==> src/rtl/instr_fetch.sv <==
`default_nettype none
// ============================================================================
// instr_fetch : PC walker issuing ROM reads, valid/ready hand-off to decode.
// Revision    : 1.0
// ============================================================================
module instr_fetch #(
   parameter logic [31:0] RESET_PC  = 32'h0,
   parameter int          ROM_BYTES = 1024
) (
   input  logic        clock,
   input  logic        reset,
   input  logic        fetch_enable,
   input  logic        redirect_valid,
   input  logic [31:0] redirect_pc,
   output logic [31:0] rom_address,
   output logic        rom_enable,
   input  logic [31:0] rom_data,
   output logic        instr_valid,
   input  logic        instr_ready,
   output logic [31:0] instr_data,
   output logic [31:0] instr_pc,
   output logic [31:0] fetch_count,
   output logic        fault
);

   localparam logic [31:0] LAST_ADDR = 32'(ROM_BYTES - 4);

   typedef enum logic [1:0] {
      S_FETCH = 2'd0,
      S_WAIT  = 2'd1,
      S_FAULT = 2'd2
   } state_t;

   state_t      state, state_next;
   logic [31:0] pc, pc_next;
   logic [31:0] count, count_next;
   logic        rom_enable_raw;
   logic        instr_valid_raw;

   always_ff @(posedge clock or posedge reset) begin
      if (reset) begin
         state <= S_FETCH;
         pc    <= RESET_PC;
         count <= 32'd0;
      end else begin
         state <= state_next;
         pc    <= pc_next;
         count <= count_next;
      end
   end

   always_comb begin
      state_next      = state;
      pc_next         = pc;
      count_next      = count;
      rom_enable_raw  = 1'b0;
      instr_valid_raw = 1'b0;
      case (state)
         S_FETCH: begin
            if (redirect_valid) begin
               if (redirect_pc[1:0] != 2'b00) state_next = S_FAULT;
               else                           pc_next    = redirect_pc;
            end else if (pc > LAST_ADDR) begin
               // Range is checked before issue so the PC never wraps past the end.
               state_next = S_FAULT;
            end else if (fetch_enable) begin
               rom_enable_raw = 1'b1;
               state_next     = S_WAIT;
            end
         end
         S_WAIT: begin
            if (redirect_valid) begin
               // Pending word is dropped; no handshake can happen this cycle.
               if (redirect_pc[1:0] != 2'b00) begin
                  state_next = S_FAULT;
               end else begin
                  pc_next    = redirect_pc;
                  state_next = S_FETCH;
               end
            end else begin
               instr_valid_raw = 1'b1;
               if (instr_ready) begin
                  pc_next    = pc + 32'd4;
                  count_next = count + 32'd1;
                  state_next = S_FETCH;
               end
            end
         end
         S_FAULT: begin
            state_next = S_FAULT;
         end
         default: begin
            state_next = S_FAULT;
         end
      endcase
   end

   // Gate strobes with reset so they are quiet for the whole reset pulse.
   assign rom_enable  = rom_enable_raw  & ~reset;
   assign instr_valid = instr_valid_raw & ~reset;
   assign rom_address = pc;
   assign instr_pc    = pc;
   assign instr_data  = rom_data;
   assign fetch_count = count;
   assign fault       = (state == S_FAULT);

endmodule
`default_nettype wire
==> config.mk <==
export PLATFORM = sky130hd
export DESIGN_NAME = instr_fetch
export DESIGN_NICKNAME = d
export VERILOG_FILES = /design/src/rtl/instr_fetch.sv
export SDC_FILE = /design/constraint.sdc
export NUM_CORES = 1
export LEC_CHECK = 0
export BUFFER_PORTS_ARGS = -buffer_cell sky130_fd_sc_hd__buf_2
export CAP_MARGIN = 15
export CORE_ASPECT_RATIO = 0.8
export CORE_MARGIN = 1
export CORE_UTILIZATION = 43
export CTS_BUF_LIST = sky130_fd_sc_hd__clkbuf_8
export DETAILED_ROUTE_END_ITERATION = 7
export GPL_TIMING_DRIVEN = 0
export PLACE_DENSITY_LB_ADDON = 0.3
export SYNTH_ARGS = -nofsm -noshare
export SYNTH_HDL_FRONTEND = slang
export SYNTH_SLANG_ARGS = --single-unit
export TNS_END_PERCENT = 100
==> constraint.sdc <==
create_clock -name clock -period 1.8 [get_ports clock]
set_input_delay 0.27 -clock clock [delete_from_list [all_inputs] [get_ports clock]]
set_output_delay 0.27 -clock clock [all_outputs]
set_load 0.1 [all_outputs]
==> run_results.csv <==
group,metric,value,unit
yosys,ys_async_sr_fraction,100,%
finish,area_growth,55.8,%
finish,layout-drive-gt1-share,64.2,%
die,dieArea,9910,sq um
critical_path,worst_ep_arrival_time,2.01,ns
yosys,synth_cells,448,
yosys,ys_warn_count,0,
sta,setup_viol,36,
drt,wl_met3,1480,microns
job,cap_violations,0,
cts,tritoncts,"built",
die,dieWidth,111,microns
yosys,synth_top_flop_cell,"dfrtp_1",
cts,cts_buffer_depth,2,
cts,root_buffer,"clkbuf_8",
yosys,synth_area,4090,sq um
pwr,p_leak,3.23,nW
global_routing,grt_max_degree,39,
pwr,pwr_density_cell,597,nW/um^2
drt,highest_layer,"met4",
yosys,synth.ff_latch_count,66,
min_path,hp-class,"primary input to async pin",
global_routing,grt_pass1_wl,19500,microns
cts,clk_pin_slew,0.08,ns
finish,insertedDiodeCount,0,
critical_path,path_delay_family,"simple AND/OR/NAND/NOR gates",
yosys,synth_cell_type_count,71,
placed_design,dp_hpwl,9240,microns
drt,met1_length,5810,microns
critical_path,cp-start-kind,"flip-flop",
global_routing,gr-total-overflow,0,
sta,finalCritPeriodShare,127,%
cts,postCtsHoldBufs,0,
cts,h-tree-depth,3,
finish,multi_input_area,2270,sq um
yosys,synth_nets,519,
critical_path,required,1.53,ns
die,die_y,89.2,microns
sta,slew-limit-headroom,53.3,%
die,pin_count,200,
die,core_area,9150,sq um
sta,clock.fmax,438,MHz
die,rows,31,
sta,tightest_slew,0.699,ns
drt,wirelength,14200,microns
critical_path,end_kind,"output pin",
pwr,irDropWorstVdd,0.413,mV
critical_path,max_stage_delay,0.47,ns
global_routing,track_usage,25.7,%
global_routing,antenna_found_initial,0,
drt,post_drt_wl_per_cell,17.9,microns
critical_path,worst-setup-path-type,"flip-flop to output pin",
critical_path,rrSetupSlack,-0.27,ns
placed_design,gp_congestion,0.917,
critical_path,cp_slowest_cell,"dfrtp_2",
die,start_util,44.7,%
drt,dr_wl_met2,6650,microns
critical_path,critPathBufInv,1,
critical_path,worstPathMaxFanout,6,
placed_design,post-place-ws,-0.462,ns
cts,cts_buffers,9,
drt,postRouteAntennaNets,0,
drt,first_iter_violations,453,
finish,post-route-util,69.6,%
cts,cts.sinks,66,
yosys,synth_edf_count,0,
critical_path,path_cells,"nor4_2 > nand3_1 > nor3_2 > nand2_1 > nor2_4 > buf_12",
drt,routed_via_density,5.62,
drt,vias,4459,
placed_design,portBuffers,167,
pwr,p_total,3.80,mW
finish,nNetsFinal,745,
sta,finalClockSkew,0.0126,ns
outcome,status,"finished, violations left",
sta,finalHoldViolCount,0,
yosys,seq_area_frac_synth,40.4,%
yosys,synth_area_per_cell,9.13,sq um
drt,drc,20,
outcome,violations,"design-rule violations, negative setup slack",
sta,final_max_slew_viol_count,0,
sta,layout_setup_ws,-0.483,ns
cts,clk_latency,0.35,ns
sta,finalCriticalPeriod,2.28,ns
finish,regArea,1720,sq um
global_routing,grt_pass1_vias,3693,
sta,rsz0062_at_grt,"yes",
finish,num-fill-cells,711,
drt,drt_pass1_iterations,7,
-- path summary, 6_finish.rpt --
check / start / endpoint / cells past startpoint
worst max-delay path: instr_pc[22]$_DFFE_PP0P_ / rom_enable / 6
worst min-delay path: reset / state[0]$_DFFE_PP0P_ / 2
worst max register to register: state[0]$_DFFE_PP0P_ / fetch_count[22]$_DFFE_PP0P_ / 11
worst min register to register: fetch_count[31]$_DFFE_PP0P_ / fetch_count[31]$_DFFE_PP0P_ / 1
max in group asynchronous: reset / fetch_count[12]$_DFFE_PP0P_ / 3
min in group clock: redirect_pc[4] / instr_pc[4]$_DFFE_PP0P_ / 3
-- repair_timing --
action | in CTS | in global routing
cloned | 0 | 1
pin swaps | 18 | 26
setup endpoints to repair | 48 | 45
buffers inserted | 23 | 27
gates resized for setup | 40 | 78
-- cell usage after synthesis (all sizes together), types with 6 or more instances --
master | number | area [sq um]
nor3 | 14 | 86.3
nor4 | 10 | 83.8
nand2 | 42 | 160
clkbuf | 9 | 35.0
buf | 71 | 520
xor2 | 6 | 52.6
nand3 | 26 | 130
xnor2 | 25 | 226
nand4 | 17 | 121
nor2 | 32 | 120
o22ai | 6 | 37.5
a21oi | 23 | 115
o21ai | 14 | 70.1
inv | 7 | 26.3
and3 | 8 | 50.1
dfrtp | 66 | 1650
and4 | 6 | 55.1
-- cells by family (layout without fill, tap and decap cells) --
family	Yosys count	after routing	synth area share, %
XOR/XNOR	31	31	6.82
flip-flops	66	66	40.4
multiplexers	3	3	0.734
adder cells (fa/ha/maj)	2	2	0.612
AO/OA/AOI/OAI	78	78	12.7
AND/OR/NAND/NOR	181	181	24.5
buffers and inverters	87	318	14.2
-- layout by cell type, fill, tap and decap left out, drive strengths merged, types with 16 or more instances in the layout --
cell	Yosys	layout
buf	71	288
dfrtp	66	66
nand2	42	42
nor2	32	32
nand3	26	26
xnor2	25	25
a21oi	23	23
nand4	17	17
clkbuf	9	16
-- power breakdown --
| part | switching (mW) | total [mW] | internal [mW] |
|---|---|---|---|
| Combinational | 0.561 | 0.716 | 0.156 |
| Clock | 0.649 | 1.57 | 0.923 |
| Sequential | 0.0187 | 1.51 | 1.49 |
-- state kept, by name, indices dropped and copies added (netlist names) --
name         cells
fetch_count     32
instr_pc        32
state            2
-- per-layer routing --
layer | vias up | track usage, %
met5 | - | 0
met3 | 24 | 4.81
met4 | 0 | 9.09
met1 | 2116 | 35.6
met2 | 317 | 40.8
li1 | 2002 | -
-- final cells by class --
type	count	share of cell area [%]
multi-input cells	295	35.7
flip-flops and latches	66	27.0
repair buffers	217	21.0
plain buffers	78	9.86
well taps	115	2.26
clock buffers	9	1.94
clock inverters	7	1.87
inverters	7	0.471
-- through the flow --
step | instance area (sq um) | std cells | hold slack, ns | TNS (ns)
3_5_place_dp | 5320 | 731 | 0.456 | -11.66
6_report | 6370 | 794 | 0.0637 | -4.63
4_1_cts | 5880 | 768 | 0.0824 | -0.997
2_1_floorplan | 4320 | 448 | 0.387 | -6.08
5_1_grt | 6370 | 794 | 0.118 | -7.85
3_3_place_gp | 5300 | 730 | 0.457 | -10.93
Note: power is estimated with default switching activity, not from simulation.
